$ cat config.mk
export PLATFORM = sky130hd
export DESIGN_NAME = load_store_unit
export DESIGN_NICKNAME = d
export VERILOG_FILES = /design/src/rtl/load_store_unit.sv
export SDC_FILE = /design/constraint.sdc
export NUM_CORES = 1
export LEC_CHECK = 0
export BUFFER_PORTS_ARGS = -buffer_cell sky130_fd_sc_hd__buf_2
export CAP_MARGIN = 5
export CORE_UTILIZATION = 50
export DETAILED_ROUTE_END_ITERATION = 6
export PLACE_DENSITY = 0.78
export SLEW_MARGIN = 0
export SYNTH_ARGS = -nofsm -noshare
export SYNTH_HDL_FRONTEND = slang
export SYNTH_SLANG_ARGS = --single-unit
$ cat constraint.sdc
create_clock -name clk -period 3.8 [get_ports clk]
set_input_delay 0.38 -clock clk [delete_from_list [all_inputs] [get_ports clk]]
set_output_delay 0.38 -clock clk [all_outputs]
set_load 0.02 [all_outputs]
$ cat src/rtl/load_store_unit.sv
// load_store_unit: RV32I load/store unit. Legality and alignment are checked
// at acceptance, one data-memory access runs with a timeout, and load data is
// aligned and extended for writeback.
//   clk, rst                     clock; asynchronous active-high reset
//   req_valid/req_ready          request handshake from the execute stage
//   is_store, mem_op, addr,
//   wdata                        the operation (funct3 encoding), address, store data
//   dmem_req/we/addr/wdata/be    data-memory request, held stable while waiting
//   dmem_ack, dmem_rdata         data-memory completion and read word
//   rsp_valid/rdata/misaligned/
//   rsp_fault                    one-cycle result; rsp_* values hold until the next result
//   stall                        pipeline hold (NOT req_ready)
module load_store_unit #(
   parameter int MEM_TIMEOUT = 255
) (
   input  logic        clk,
   input  logic        rst,
   input  logic        req_valid,
   output logic        req_ready,
   input  logic        is_store,
   input  logic [2:0]  mem_op,
   input  logic [31:0] addr,
   input  logic [31:0] wdata,
   output logic        dmem_req,
   output logic        dmem_we,
   output logic [31:0] dmem_addr,
   output logic [31:0] dmem_wdata,
   output logic [3:0]  dmem_be,
   input  logic        dmem_ack,
   input  logic [31:0] dmem_rdata,
   output logic        rsp_valid,
   output logic [31:0] rsp_rdata,
   output logic        rsp_misaligned,
   output logic        rsp_fault,
   output logic        stall
);
   localparam int CW = $clog2(MEM_TIMEOUT + 1);
   typedef enum logic [1:0] {IDLE, WAIT, RESP} state_t;
   state_t        r_state, w_next;
   logic [CW-1:0] r_cnt, w_cnt_inc;
   logic          r_is_store;
   logic [2:0]    r_op;
   logic [1:0]    r_lane;
   logic          w_accept, w_illegal, w_misaligned, w_timeout;
   logic [3:0]    w_be;
   logic [31:0]   w_st_data, w_ld_data;
   logic [7:0]    w_byte;
   logic [15:0]   w_half;
   assign req_ready    = (r_state == IDLE);
   assign stall        = ~req_ready;
   assign rsp_valid    = (r_state == RESP);
   assign w_accept     = req_valid && req_ready;
   assign w_illegal    = (mem_op == 3'b011) || (mem_op[2:1] == 2'b11) || (is_store && mem_op[2]);
   assign w_misaligned = (mem_op[1:0] == 2'b01 && addr[0]) || (mem_op[1:0] == 2'b10 && addr[1:0] != 2'b00);
   assign w_cnt_inc    = r_cnt + 1'b1;
   // The access has already spent MEM_TIMEOUT-1 cycles waiting; this is the last one.
   assign w_timeout    = (w_cnt_inc == CW'(MEM_TIMEOUT));
   assign w_be         = mem_op[1] ? 4'b1111 : mem_op[0] ? (4'b0011 << addr[1:0]) : (4'b0001 << addr[1:0]);
   assign w_st_data    = mem_op[1] ? wdata : mem_op[0] ? {2{wdata[15:0]}} : {4{wdata[7:0]}};
   assign w_byte       = dmem_rdata[{r_lane, 3'b000} +: 8];
   assign w_half       = r_lane[1] ? dmem_rdata[31:16] : dmem_rdata[15:0];
   // r_op[2] selects zero extension (LBU/LHU).
   assign w_ld_data    = r_op[1] ? dmem_rdata :
                         r_op[0] ? {{16{~r_op[2] & w_half[15]}}, w_half} :
                                   {{24{~r_op[2] & w_byte[7]}}, w_byte};
   always_ff @(posedge clk or posedge rst) begin
      if (rst) r_state <= IDLE;
      else     r_state <= w_next;
   end
   always_comb begin
      w_next = r_state;
      case (r_state)
         IDLE:    w_next = w_accept ? ((w_illegal || w_misaligned) ? RESP : WAIT) : IDLE;
         WAIT:    w_next = (dmem_ack || w_timeout) ? RESP : WAIT;
         default: w_next = IDLE;
      endcase
   end
   always_ff @(posedge clk or posedge rst) begin
      if (rst) begin
         r_cnt          <= '0;
         r_is_store     <= 1'b0;
         r_op           <= 3'b000;
         r_lane         <= 2'b00;
         dmem_req       <= 1'b0;
         dmem_we        <= 1'b0;
         dmem_addr      <= '0;
         dmem_wdata     <= '0;
         dmem_be        <= 4'b0000;
         rsp_rdata      <= '0;
         rsp_misaligned <= 1'b0;
         rsp_fault      <= 1'b0;
      end else if (w_accept) begin
         r_is_store <= is_store;
         r_op       <= mem_op;
         r_lane     <= addr[1:0];
         r_cnt      <= '0;
         if (w_illegal || w_misaligned) begin
            rsp_fault      <= w_illegal;
            rsp_misaligned <= ~w_illegal;
            rsp_rdata      <= '0;
         end else begin
            dmem_req   <= 1'b1;
            dmem_we    <= is_store;
            dmem_addr  <= {addr[31:2], 2'b00};
            dmem_wdata <= w_st_data;
            dmem_be    <= is_store ? w_be : 4'b1111;
         end
      end else if (r_state == WAIT) begin
         if (dmem_ack) begin
            dmem_req       <= 1'b0;
            rsp_fault      <= 1'b0;
            rsp_misaligned <= 1'b0;
            rsp_rdata      <= r_is_store ? '0 : w_ld_data;
         end else if (w_timeout) begin
            dmem_req       <= 1'b0;
            rsp_fault      <= 1'b1;
            rsp_misaligned <= 1'b0;
            rsp_rdata      <= '0;
         end else begin
            r_cnt <= w_cnt_inc;
         end
      end
   end
endmodule

Yosys cells after proc, flatten, opt, wreduce, memory -nomap -nowiden

Cells that the tools add are included.
W data, S select, Z words.

Input bits: 104
Flip-flop bits (word level): 118
Word-level logic and storage cells: 85

Add/sub/neg operators: 1
Reductions and logical operators: 17
Equal/unequal tests: 11
Shift-type cells: 3
Mux-type cells: 34
Bitwise gates (word level): 6

Operator list:

| operator              | number |
|---|---|
| $mux W32              | 10 |
| $mux W8               | 4 |
| $shiftx A32 B6 Y8     | 1 |
| $mux W16              | 1 |
| $mux W1               | 12 |
| $mux W4               | 3 |
| $reduce_and A3 Y1     | 3 |
| $add A8 B1 Y8 const B | 1 |
| $eq A8 B8 Y1 const B  | 1 |
| $eq A2 B2 Y1 const B  | 3 |
| $mux W2               | 3 |
| $logic_or A1 B1 Y1    | 5 |
| $eq A2 B1 Y1 const B  | 2 |
| $logic_and A1 B1 Y1   | 4 |
| $ne A2 B1 Y1 const B  | 2 |
| $ne A2 B2 Y1 const B  | 2 |
| $not A1 Y1            | 4 |
| $pmux W2 S2           | 1 |
| $reduce_bool A2 Y1    | 2 |
| $shl A1 B2 Y4 const A | 1 |
| $shl A2 B2 Y4 const A | 1 |
| $eq A3 B2 Y1 const B  | 1 |
| $reduce_bool A3 Y1    | 1 |
| $and A1 B1 Y1         | 2 |
| 2 further kinds       | 2 |

Logic depth before layout (Yosys ltp)

Depth after elaboration: 8
Depth in mapped cells: 9

Worst setup path after synthesis

OpenSTA, ideal clock, no wires.

Path type: register -> register
Start: register r_cnt[0]
End: register rsp_rdata[10]
Required time: 3.675 ns
Clock period less this slack: 2.099 ns
Data arrival time: 1.974 ns
Cell stages (with the launch flop): 9
Setup time: 0.125 ns
Path slack: 1.701 ns
Path through: dfrtp_1 ha_1 nand4_1 xnor2_1 o21ai_4 a21oi_2 o2bb2ai_4 buf_8 mux2_4

Cells in the longest elaborated chain, start to end: 4

RTL lines:

| item                         | line | text |
|---|---|---|
| start: declaration           | 40   | `logic [CW-1:0] r_cnt, w_cnt_inc;` |
| start signal: assignment     | 120  | `r_cnt <= w_cnt_inc;` |
| $add A8 B1 Y8                | 55   | `assign w_cnt_inc = r_cnt + 1'b1;` |
| $eq A8 B8 Y1                 | 57   | `assign w_timeout = (w_cnt_inc == CW'(MEM_TIMEOUT));` |
| $reduce_bool A3 Y1 (no line) | --   |  |
| $reduce_and A3 Y1 (no line)  | --   |  |
| end signal: assignment       | 113  | `rsp_rdata <= r_is_store ? '0 : w_ld_data;` |
| end: declaration             | 32   | `output logic [31:0] rsp_rdata,` |

No other way between the ends.
A chain may end at the register's enable or synchronous reset.

Worst setup path after layout

Start: register r_cnt[0]
End: register rsp_rdata[3]

Same word-level chain as after synthesis.

==> flow_summary_export.csv <==
group,metric,value,unit
setup_path,cp_data_arrival_time,2.97,ns
final_layout,nets,831,
setup_path,worst-setup-path-type,"flip-flop to flip-flop",
hold_path,hp-class,"input port to asynchronous set/reset pin",
synthesis,yosys.cell_count.top_type,"sky130_fd_sc_hd__dfrtp_1",
clock_network,cts_hold_buf,0,
timing,rsz_0062_raised_after_global_routing,"false",
setup_path,r2r-start,"r_cnt[0]",
place,io_buffer_count,208,
setup_path,critical_path.startpoint_type,"flip-flop",
synthesis,syn-instance-count,522,
setup_path,crit_path_max_fanout,20,
synthesis,netlist-cell-type-count,52,
job,max-cap-violations,0,
clock_network,clk-insertion-delay-late,0.41,ns
drt,remaining_drc_errors,0,
floorplanning,fp.dieArea,0.01194,sq mm
place,place.detailed.instances,846,
clock_network,cts_resized,0,
final_layout,post-route-cell-area,0.007507,sq mm
synthesis,netlist_top_cells_count,"sky130_fd_sc_hd__dfrtp_1 (118), sky130_fd_sc_hd__mux2i_1 (57), sky130_fd_sc_hd__nand2_1 (50), sky130_fd_sc_hd__o21ai_0 (50), sky130_fd_sc_hd__mux2_2 (45)",
pwr,netSwitchingFraction,0.3526,
global_route,global_route_wire_length_before_repair,23090,um
drt,detail_route.wl_per_cell,16.64,um
final_layout,layout-area-overhead-vs-synth,30.46,%
setup_path,rrSetupSlack,1.15,ns
timing,post-route-min-period,2.651,ns
drt,routed_wl,14630,um
setup_path,r2r_end,"rsp_rdata[3]",
timing,portion_of_the_clock_cycle_consumed_by_the_worst_path_in_the_final_layout,0.6975,
timing,maximum_clock_rate,377.3,MHz
pwr,p_per_area,721.1,mW/mm^2
timing,finalSetupTns,0,ns
synthesis,mappedNetlistArea,0.005754,sq mm
pwr,internal-power,3.504,mW
floorplanning,io_pins,211,
synthesis,yosys.area.top_type,"sky130_fd_sc_hd__dfrtp_1",
timing,hold_ws,0.09286,ns
pwr,p_clk_frac,0.313,
timing,worstMarginPinSlew,0.8252,ns
synthesis,synth_area_per_cell,11.02,sq um
global_route,gr-total-overflow,0,
global_route,grt_start_max_net_pins,72,
timing,finalHoldViolCount,0,
drt,detailroute.via_count,4733,
setup_path,crit_end,"rsp_rdata[3]",
timing,worst_slew_margin_rel,0.4479,
place,post_dp_cell_area,0.006879,sq mm
global_route,grt_pass1_vias,4785,
final_layout,drive_above_1_share,0.4241,
floorplanning,total_number_of_placement_rows,38,
clock_network,cts.repair_timing.setup_buffer_count,0,
synthesis,postSynth.asyncResetShare,1.000,
clock_network,clk_pin_slew,0.05,ns
setup_path,path_delay_family,"compound AO/OA/AOI/OAI gates",
floorplanning,core,0.01103,sq mm
setup_path,cp.required,4.12,ns
setup_path,ff2ff_path_depth,8,
place,hpwlAfterDp,10840,um
synthesis,synth_seq_area_share,0.5132,
synthesis,synth-warning-count,0,
setup_path,critPathBufInv,1,
setup_path,critPathLaunch,"r_cnt[0]",
drt,routed_via_count_divided_by_cell_count,5.385,
clock_network,tritoncts,"built",
setup_path,end_kind,"flip-flop",
synthesis,ys_dominant_reg_cell,"sky130_fd_sc_hd__dfrtp_1",
pwr,p_seq_frac,0.352,
timing,setup_viol_count_final,0,
floorplanning,die_width,109.3,um
floorplanning,initial_core_util,0.5217,
timing,layout_setup_ws,1.149,ns
run_status,outcome,"finished, final reports clean",
drt,detail_route.iter0.violations,186,
synthesis,yosys-top-cells-area,"sky130_fd_sc_hd__dfrtp_1 (51%), sky130_fd_sc_hd__mux2i_1 (9.9%), sky130_fd_sc_hd__mux2_2 (8.8%), sky130_fd_sc_hd__o21ai_0 (4.3%), sky130_fd_sc_hd__nand2_1 (3.3%)",
synthesis,synth_largest_type_area_fraction,0.5132,
pwr,ir_drop,0.0004623,V
final_layout,finish.cell_count_without_fillers,879,
place,gp_congestion,0.9063,
setup_path,cpMaxStageDelayCell,"sky130_fd_sc_hd__o2bb2ai_4",
setup_path,path_length_in_cells_of_the_critical_path,8,
synthesis,synth-edff-count,0,
clock_network,numCtsBuffers,17,
clock_network,cts_sink_count,118,
clock_network,cts.path.max_buffers,2,
clock_network,cts_max_level,4,
pwr,share_comb_of_total_power,0.335,
timing,report.final.slew_viol_count,0,
global_route,groute.usage.overall,0.2599,
pwr,leakagePower,3.797,nW
global_route,antenna_found_initial,1,
clock_network,clock_tree.root_cell,"sky130_fd_sc_hd__clkbuf_16",
synthesis,synth_seq_cells,118,
floorplanning,die_height,109.3,um
drt,ant_nets,0,
timing,finalClockSkew,0.006730,ns
place,place_worst_setup_slack,1.157,ns
drt,drt_pass1_iterations,4,
setup_path,critical_path.max_stage_delay,0.51,ns
pwr,power.net_switching,1.909,mW
setup_path,cp_cell_sequence,"ha_1, nand2b_1, a21oi_1, o221a_2, a21oi_2, o2bb2ai_4, buf_4, mux2i_1",
power by group through the flow:
stage	registers [mW]	logic [mW]	clock network [mW]
after detailed placement	1.92	1.83	0
final	1.91	1.81	1.69
after floorplan	2.37	0.723	0
after global routing	1.96	1.97	1.77
after global placement	1.90	1.79	0
after CTS	1.91	1.83	1.71
how the worst min path moves through the flow:
stage	start	to	cells after the start
after floorplan	r_op[2]	r_op[2]	2
after global placement	dmem_wdata[30]	dmem_wdata[30]	2
after detailed placement	dmem_wdata[29]	dmem_wdata[29]	2
after CTS	rst	dmem_be[1]	2
after global routing	rst	dmem_addr[8]	2
final	rst	dmem_addr[8]	2
kinds of logic (layout without fill, tap and decap cells):
family	count (synthesis)	count (layout)	share of synthesized area
DFF	118	118	0.5132
AOI/OAI and AO/OA	113	113	0.1292
muxes	108	108	0.2042
and+or+nand+nor	107	107	0.09024
buffers and inverters	70	285	0.05370
xor gates and xnor gates	3	3	0.004567
adders and majority gates	2	2	0.004348
other	1	3	0.0006517
cell usage in the layout (no fill, tap or decap), types with 7 or more instances in the layout:
cell / instances
sky130_fd_sc_hd__a21oi_1: 25
sky130_fd_sc_hd__a221oi_1: 7
sky130_fd_sc_hd__buf_2: 208
sky130_fd_sc_hd__clkbuf_16: 17
sky130_fd_sc_hd__dfrtp_1: 118
sky130_fd_sc_hd__inv_1: 37
sky130_fd_sc_hd__mux2_2: 45
sky130_fd_sc_hd__mux2i_1: 57
sky130_fd_sc_hd__nand2_1: 50
sky130_fd_sc_hd__nor2_1: 22
sky130_fd_sc_hd__nor3b_1: 8
sky130_fd_sc_hd__o21ai_0: 50
sky130_fd_sc_hd__o221ai_1: 8
sky130_fd_sc_hd__o22ai_1: 7
final cells by class:
type / instances / area (sq um)
multi-input cells: 335 / 2504
flip-flops and latches: 118 / 2953
inverters: 39 / 148.9
well taps: 140 / 175.2
diodes: 1 / 2.502
fillers: 865 / 3523
clock inverters: 9 / 147.6
clock buffers: 23 / 478.0
repair buffers: 214 / 1099
routing by layer:
metal  track usage  wire length (um)  up-vias
met5             0                 0        -
met4        0.1190               366        0
met3       0.08667              1232       31
met2        0.4456              7360      213
met1        0.2921              5669     2256
li1              -                 -     2233
sequential cells by signal, indices dropped and copies added, names as in the netlist:
| register | count |
|---|---|
| dmem_we | 1 |
| r_lane | 2 |
| dmem_wdata | 32 |
| r_state | 2 |
| dmem_addr | 30 |
| r_op | 3 |
| rsp_rdata | 32 |
| r_cnt | 8 |
| rsp_fault | 1 |
| dmem_be | 4 |
| r_is_store | 1 |
| dmem_req | 1 |
| rsp_misaligned | 1 |
through the flow:
| stage | utilization | power (mW) |
|---|---|---|
| final | 0.6806 | 5.413 |
| after global routing | 0.6804 | 5.702 |
| after CTS | 0.6804 | 5.454 |
| after detailed placement | 0.6236 | 3.748 |
| after global placement | 0.6236 | 3.694 |
| after floorplan | - | 3.094 |
Note: power is estimated with default switching activity, not from simulation.
